===== src/rtl/clkdiv_scale_sequencer.sv =====
// Glitch-free scale sequencer for clock_divider: applies a new ratio on a divided-clock
// falling edge, then holds the divider in reset. Manual (valid/ready) or automatic sweep.
module clkdiv_scale_sequencer #(
    parameter int unsigned WIDTH      = 8,
    parameter int unsigned RST_CYCLES = 2,
    parameter int unsigned TIMEOUT    = 255
) (
    input  logic             i_clk,
    input  logic             i_rst_n,
    input  logic [WIDTH-1:0] i_cfg_scale,
    input  logic             i_cfg_valid,
    output logic             o_cfg_ready_c,
    input  logic             i_sweep_en,
    input  logic [WIDTH-1:0] i_sweep_lo,
    input  logic [WIDTH-1:0] i_sweep_hi,
    input  logic [WIDTH-1:0] i_dwell,
    input  logic             i_div_clk_out,
    output logic [WIDTH-1:0] o_div_scale,
    output logic             o_div_nrst,
    output logic             o_busy,
    output logic             o_timeout_err
);

    localparam int unsigned HOLD_W = $clog2(RST_CYCLES + 1);
    localparam int unsigned TO_W   = $clog2(TIMEOUT + 1);
    localparam int unsigned CW     = WIDTH + 1;

    typedef enum logic [1:0] {
        ST_INIT,
        ST_RUN,
        ST_WAIT_EDGE,
        ST_HOLD
    } state_t;

    state_t            r_state;
    logic [WIDTH-1:0]  r_div_scale;
    logic [WIDTH-1:0]  r_pend_scale;
    logic [WIDTH-1:0]  r_edge_cnt;
    logic [TO_W-1:0]   r_to_cnt;
    logic [HOLD_W-1:0] r_hold_cnt;
    logic              r_div_nrst;
    logic              r_busy;
    logic              r_timeout_err;
    logic              r_clk_q;

    state_t            w_state_nxt;
    logic [WIDTH-1:0]  w_scale_nxt;
    logic [WIDTH-1:0]  w_pend_nxt;
    logic [WIDTH-1:0]  w_edge_nxt;
    logic [TO_W-1:0]   w_to_nxt;
    logic [HOLD_W-1:0] w_hold_nxt;
    logic              w_nrst_nxt;
    logic              w_terr_nxt;

    logic              w_fall;
    logic              w_rise;
    logic [WIDTH-1:0]  w_dwell_eff;
    logic [WIDTH-1:0]  w_sweep_next;
    logic              w_step_done;
    logic              w_hold_done;

    assign w_fall      = r_clk_q & ~i_div_clk_out;
    assign w_rise      = ~r_clk_q & i_div_clk_out;
    assign w_dwell_eff = (i_dwell == '0) ? WIDTH'(1) : i_dwell;
    assign w_step_done = (CW'(r_edge_cnt) + CW'(1)) >= CW'(w_dwell_eff);
    assign w_hold_done = (r_hold_cnt == HOLD_W'(RST_CYCLES - 1));

    // Wrap to sweep_lo when outside the range or at the top; +1 cannot overflow here.
    assign w_sweep_next = ((i_sweep_lo > i_sweep_hi) || (r_div_scale < i_sweep_lo) ||
                           (r_div_scale >= i_sweep_hi)) ? i_sweep_lo
                                                        : r_div_scale + WIDTH'(1);

    assign o_cfg_ready_c = (r_state == ST_RUN) & ~i_sweep_en;
    assign o_div_scale   = r_div_scale;
    assign o_div_nrst    = r_div_nrst;
    assign o_busy        = r_busy;
    assign o_timeout_err = r_timeout_err;

    // Next-state and next-register logic
    always_comb begin
        w_state_nxt = r_state;
        w_scale_nxt = r_div_scale;
        w_pend_nxt  = r_pend_scale;
        w_edge_nxt  = r_edge_cnt;
        w_to_nxt    = r_to_cnt;
        w_hold_nxt  = r_hold_cnt;
        w_nrst_nxt  = r_div_nrst;
        w_terr_nxt  = r_timeout_err;

        case (r_state)
            ST_INIT: begin
                if (w_hold_done) begin
                    w_state_nxt = ST_RUN;
                    w_nrst_nxt  = 1'b1;
                    w_hold_nxt  = '0;
                    w_edge_nxt  = '0;
                end else begin
                    w_hold_nxt = r_hold_cnt + HOLD_W'(1);
                end
            end
            ST_RUN: begin
                if (!i_sweep_en) begin
                    w_edge_nxt = '0;
                    if (i_cfg_valid && (i_cfg_scale != r_div_scale)) begin
                        w_pend_nxt  = i_cfg_scale;
                        w_to_nxt    = '0;
                        w_state_nxt = ST_WAIT_EDGE;
                    end
                end else if (w_rise) begin
                    if (!w_step_done) begin
                        w_edge_nxt = r_edge_cnt + WIDTH'(1);
                    end else if (w_sweep_next == r_div_scale) begin
                        w_edge_nxt = '0;
                    end else begin
                        w_pend_nxt  = w_sweep_next;
                        w_to_nxt    = '0;
                        w_state_nxt = ST_WAIT_EDGE;
                    end
                end
            end
            ST_WAIT_EDGE: begin
                // A real edge beats a simultaneous timeout and leaves the error flag alone.
                if (w_fall || (r_to_cnt == TO_W'(TIMEOUT - 1))) begin
                    w_state_nxt = ST_HOLD;
                    w_scale_nxt = r_pend_scale;
                    w_nrst_nxt  = 1'b0;
                    w_hold_nxt  = '0;
                    if (!w_fall) begin
                        w_terr_nxt = 1'b1;
                    end
                end else begin
                    w_to_nxt = r_to_cnt + TO_W'(1);
                end
            end
            ST_HOLD: begin
                if (w_hold_done) begin
                    w_state_nxt = ST_RUN;
                    w_nrst_nxt  = 1'b1;
                    w_hold_nxt  = '0;
                    w_edge_nxt  = '0;
                end else begin
                    w_hold_nxt = r_hold_cnt + HOLD_W'(1);
                end
            end
            default: begin
                w_state_nxt = ST_INIT;
            end
        endcase
    end

    // State and datapath registers
    always_ff @(posedge i_clk) begin
        if (!i_rst_n) begin
            r_state       <= ST_INIT;
            r_div_scale   <= WIDTH'(1);
            r_pend_scale  <= '0;
            r_edge_cnt    <= '0;
            r_to_cnt      <= '0;
            r_hold_cnt    <= '0;
            r_div_nrst    <= 1'b0;
            r_busy        <= 1'b1;
            r_timeout_err <= 1'b0;
            r_clk_q       <= 1'b0;
        end else begin
            r_state       <= w_state_nxt;
            r_div_scale   <= w_scale_nxt;
            r_pend_scale  <= w_pend_nxt;
            r_edge_cnt    <= w_edge_nxt;
            r_to_cnt      <= w_to_nxt;
            r_hold_cnt    <= w_hold_nxt;
            r_div_nrst    <= w_nrst_nxt;
            r_busy        <= (w_state_nxt != ST_RUN);
            r_timeout_err <= w_terr_nxt;
            r_clk_q       <= i_div_clk_out;
        end
    end

endmodule


===== config.mk =====
export PLATFORM = sky130hd
export DESIGN_NAME = clkdiv_scale_sequencer
export DESIGN_NICKNAME = d
export VERILOG_FILES = /design/src/rtl/clkdiv_scale_sequencer.sv
export SDC_FILE = /design/constraint.sdc
export NUM_CORES = 1
export LEC_CHECK = 0
export CORE_UTILIZATION = 55
export CTS_CLUSTER_SIZE = 40
export DETAILED_ROUTE_END_ITERATION = 12
export HOLD_SLACK_MARGIN = 0.12
export MAX_ROUTING_LAYER = met4
export PLACE_DENSITY = 0.93
export SLEW_MARGIN = 0
export SYNTH_ARGS = -nofsm -noshare
export SYNTH_HDL_FRONTEND = slang
export SYNTH_SLANG_ARGS = --single-unit

===== constraint.sdc =====
create_clock -name i_clk -period 5.4 [get_ports i_clk]
set_clock_uncertainty 0.15 [all_clocks]
set_input_delay 0.54 -clock i_clk [delete_from_list [all_inputs] [get_ports i_clk]]
set_output_delay 0.54 -clock i_clk [all_outputs]
set_load 0.01 [all_outputs]

==> flow_results.org <==
** Pwr
- Static Leak :: 0.001554 µW
- Total power of the final layout :: 907.1 µW
- VDD sags by at most 267.7 µV.
- Power Dens Cells :: 241.1 nW/µm²

** Cells and area
- Of the cells placed in the final design, the portion with a size suffix greater than 1 is 3.493%.
- Post-Layout Inst Area :: 3762 µm²
- Number of nets in the layout :: 531
- N_diodes :: 0
- Synthesis-to-layout area growth :: 15.83%
- The layout has 452 filler cells.

** Synth
- In this run, synthesis inferred 0 flip-flops with an integrated enable.
- Average instance area after synthesis :: 7.697 µm²
- Top cell types by occurrence after synthesis :: sky130_fd_sc_hd__nand2_1 (51), sky130_fd_sc_hd__a21oi_1 (40), sky130_fd_sc_hd__dfxtp_1 (40)
- FFs w/ async S/R, synth :: 0%
- Counting distinct cell types in the post-synthesis netlist gives 53.
- In the post-synthesis netlist, the biggest area contributors are sky130_fd_sc_hd__dfxtp_1 (25%), sky130_fd_sc_hd__ha_1 (14%), sky130_fd_sc_hd__a21oi_1 (6.2%), sky130_fd_sc_hd__nand2_1 (5.9%), sky130_fd_sc_hd__xnor2_1 (5.1%).
- The mapped netlist covers 3248 µm².
- During synthesis, Yosys emitted a total of 0 warnings.
- Number of instances in the synthesized netlist :: 422
- Counting every net in the synthesized netlist gives 496.
- The share of synthesized area in the top cell type comes to 24.65%.
- Library cell with the highest instance count after synthesis :: sky130_fd_sc_hd__nand2_1
- Leading register cell type out of synthesis :: sky130_fd_sc_hd__dfxtp_1
- Of the synthesized area, sequential elements account for 24.65%.
- The biggest area contributor in the post-synthesis netlist is sky130_fd_sc_hd__dfxtp_1.
- In this run, synthesis produced a sequential element count of 40.

** Setup path
- Worst Path Buf+Inv :: 0
- Data arrives at the worst endpoint at 3840 ps.
- STA classifies the critical path startpoint as a register.
- At the worst endpoint, the required time is 5470 ps.
- Delay of the slowest cell on the worst path :: 650 ps
- Grouping stages by cell kind, the critical path spends the most delay in compound AO/OA/AOI/OAI gates.
- The critical path is of the register to register type.
- Worst Setup End Kind :: register
- Among all stages on the critical path, the largest delay is contributed by sky130_fd_sc_hd__or4_1.
- Crit-path cells :: ha_1, nand2_1, nor2_1, nand2_1, xnor2_1, ha_1, nand2_1, o21ai_0, a2111o_1, o211a_1, o2111ai_1, or4_1, a21oi_1
- Crit Path Max Fanout :: 13
- By instance count, the cell type seen most on the critical path is sky130_fd_sc_hd__nand2_1.

** Clocking
- TritonCTS clock tree :: done
- Number of buffers inserted by hold repair at cts :: 0
- The number of clock buffers added by TritonCTS is 5.
- Gates resized during post-CTS repair numbered 0.
- Worst-path clk slew :: 70 ps
- Number of sinks handled by clock tree synthesis :: 40
- The clock reaches the later pin of the worst-skew pair after 300 ps.
- Clock buffer depth :: 2
- The root buffer cell chosen for the clock tree is sky130_fd_sc_hd__clkbuf_8.
- The H-tree was split into 2 levels.
- Once the clock tree was built, the setup fixing pass inserted 0 buffers.

** STA
- Timing-limited maximum frequency :: 265.0 MHz
- Slew at the pin with the worst max-slew slack :: 1131 ps
- Unrepaired setup endpoints after global routing :: no
- The worst pin sits at a relative slew slack of 24.59%.
- Max Slew Vio Count :: 0
- The tightest hold path in the finished design has a slack of 306.5 ps.
- Final Hold Violating Endpoints :: 0
- Of the available clock period, the critical path in the final layout requires 69.89%.
- Counting I/O delays and the setup requirement, the final critical path takes 3774 ps.
- Setup violations remaining at the end of the flow were counted as 0.
- Final total negative setup slack :: 0 ps

** Detailed routing
- Total detailed-routing wirelength :: 7.911 mm
- Average wire length per cell after detail routing :: 14.93 µm
- Count of nets left with antenna violations after detail routing :: 0
- Vias per Instance :: 5.925
- In this run, the number of DRC markers left after iteration 0 of detailed routing was 270.
- For this block, the via count after detailed routing is 3,140.
- The first detailed-routing pass took 8 iterations.
- Remaining DRCs :: 0

** GRT
- Global routing consumed, over all layers together, 27.08% of the routing resources.
- Global route total overflow :: 0
- The initial antenna violation count was 0.
- Number of global-route vias before repair :: 2,911
- Global-route wire length before repair :: 13.11 mm
- Entering global routing, the biggest net connects 22 pins.

** Floorplan
- The die covers 6217 µm².
- From bottom edge to top edge, the die measures 78.85 µm.
- For this configuration, the core starts out at a cell density of 57.92%.
- Placement Rows :: 27
- Number of top-level design ports :: 49
- In this run the horizontal extent of the chip is 78.85 µm.
- Floorplan core area :: 5608 µm²

** Worst hold path
- Class of the worst hold path :: register to register

** Status
- The flow ran to the end, and the final reports show no timing, DRC or antenna violations.

** Place
- Routability-driven placement finished with a final weighted congestion of 0.9369.
- In this run the cell area measured after placement is 3672 µm².
- Buffers placed on the I/O ports in this run total 48.
- Once detailed placement completed, the half-perimeter wirelength came to 6.069 mm.

** Flow run
- Number of max-capacitance violations reported :: 0
-- report_power, final --
| group | switching, µW | internal [µW] | total [µW] |
|---|---|---|---|
| clock network | 104 | 104 | 208 |
| registers | 20.8 | 322 | 343 |
| logic | 215 | 141 | 356 |
| total | 339 | 568 | 907 |
-- routing by layer --
metal  track usage (%)  part of all wire [%]  wire length, µm
met1             34.67                    46             3603
met2             44.43                    47             3686
met3             4.138                   6.1              479
met4             7.455                   1.8              141
met5                 -                     0                0
-- metrics by stage --
step / setup WS, ps / util, % / std cells
floorplan: 2428 / - / 422
global placement: 1665 / 65.48 / 522
finish: 1626 / 67.09 / 530
CTS: 1672 / 67.09 / 530
global route: 1249 / 67.09 / 530
detailed placement: 1433 / 65.48 / 522
-- final timing paths --
kind         slack, ps                          from  cells past startpoint                           to
max               1630    r_edge_cnt[0]$_SDFFE_PN0P_                     13     r_to_cnt[7]$_SDFFE_PN0P_
min                310  r_pend_scale[2]$_SDFFE_PN0P_                      2  o_div_scale[2]$_SDFFE_PN0P_
max reg2reg       1630    r_edge_cnt[0]$_SDFFE_PN0P_                     13     r_to_cnt[7]$_SDFFE_PN0P_
min reg2reg        310  r_pend_scale[2]$_SDFFE_PN0P_                      2  o_div_scale[2]$_SDFFE_PN0P_
-- cell type report --
type,instances,area (µm²),area share [%]
Timing Repair Buffer,48,480.5,12.77
Tap cell,72,90.09,2.394
Clock buffer,8,90.09,2.394
Sequential cell,40,800.8,21.28
Inverter,35,131.4,3.492
Multi-Input combinational cell,327,2170,57.67
-- logic make-up after synthesis --
| logic type | count (synthesis) | share of synthesized area, % |
|---|---|---|
| compound gates | 100 | 18.99 |
| xor+xnor | 30 | 8.089 |
| fa+ha+maj | 37 | 14.25 |
| buf+inv | 55 | 8.552 |
| flops | 40 | 24.65 |
| mux | 8 | 2.504 |
| simple gates | 152 | 22.96 |
-- cells in the final DEF, fill, tap and decap left out, types with 4 or more instances in the layout --
cell | synthesis | layout
sky130_fd_sc_hd__xnor2_1 | 19 | 19
sky130_fd_sc_hd__nand4_1 | 7 | 7
sky130_fd_sc_hd__nand2_1 | 51 | 51
sky130_fd_sc_hd__nand3_1 | 18 | 18
sky130_fd_sc_hd__nor2_1 | 30 | 30
sky130_fd_sc_hd__and2_1 | 4 | 4
sky130_fd_sc_hd__nor2b_1 | 6 | 6
sky130_fd_sc_hd__inv_1 | 35 | 35
sky130_fd_sc_hd__or3_1 | 4 | 4
sky130_fd_sc_hd__ha_1 | 37 | 37
sky130_fd_sc_hd__o21ai_0 | 22 | 22
sky130_fd_sc_hd__clkbuf_8 | 4 | 6
sky130_fd_sc_hd__xor2_1 | 11 | 11
sky130_fd_sc_hd__mux2i_1 | 7 | 7
sky130_fd_sc_hd__nor3_1 | 10 | 10
sky130_fd_sc_hd__a21oi_1 | 40 | 40
sky130_fd_sc_hd__o21ai_1 | 6 | 6
sky130_fd_sc_hd__dfxtp_1 | 40 | 40
sky130_fd_sc_hd__clkdlybuf4s50_1 | 0 | 48
-- worst reg2reg max path, delay by kind of cell, from the launching register on --
| kind | cells | cell delay (ps) |
|---|---|---|
| xor gates and xnor gates | 1 | 150 |
| AOI/OAI and AO/OA | 5 | 1270 |
| adders and majority gates | 2 | 590 |
| DFF | 1 | 410 |
| and+or+nand+nor | 5 | 1130 |
-- sequential cells by signal, summed over array words and instances (netlist names) --
signal / count
o_busy: 1
r_state: 2
o_div_nrst: 1
r_edge_cnt: 8
o_timeout_err: 1
r_hold_cnt: 2
r_clk_q: 1
r_pend_scale: 8
o_div_scale: 8
r_to_cnt: 8
No activity file was read; power rests on OpenSTA's default activity.
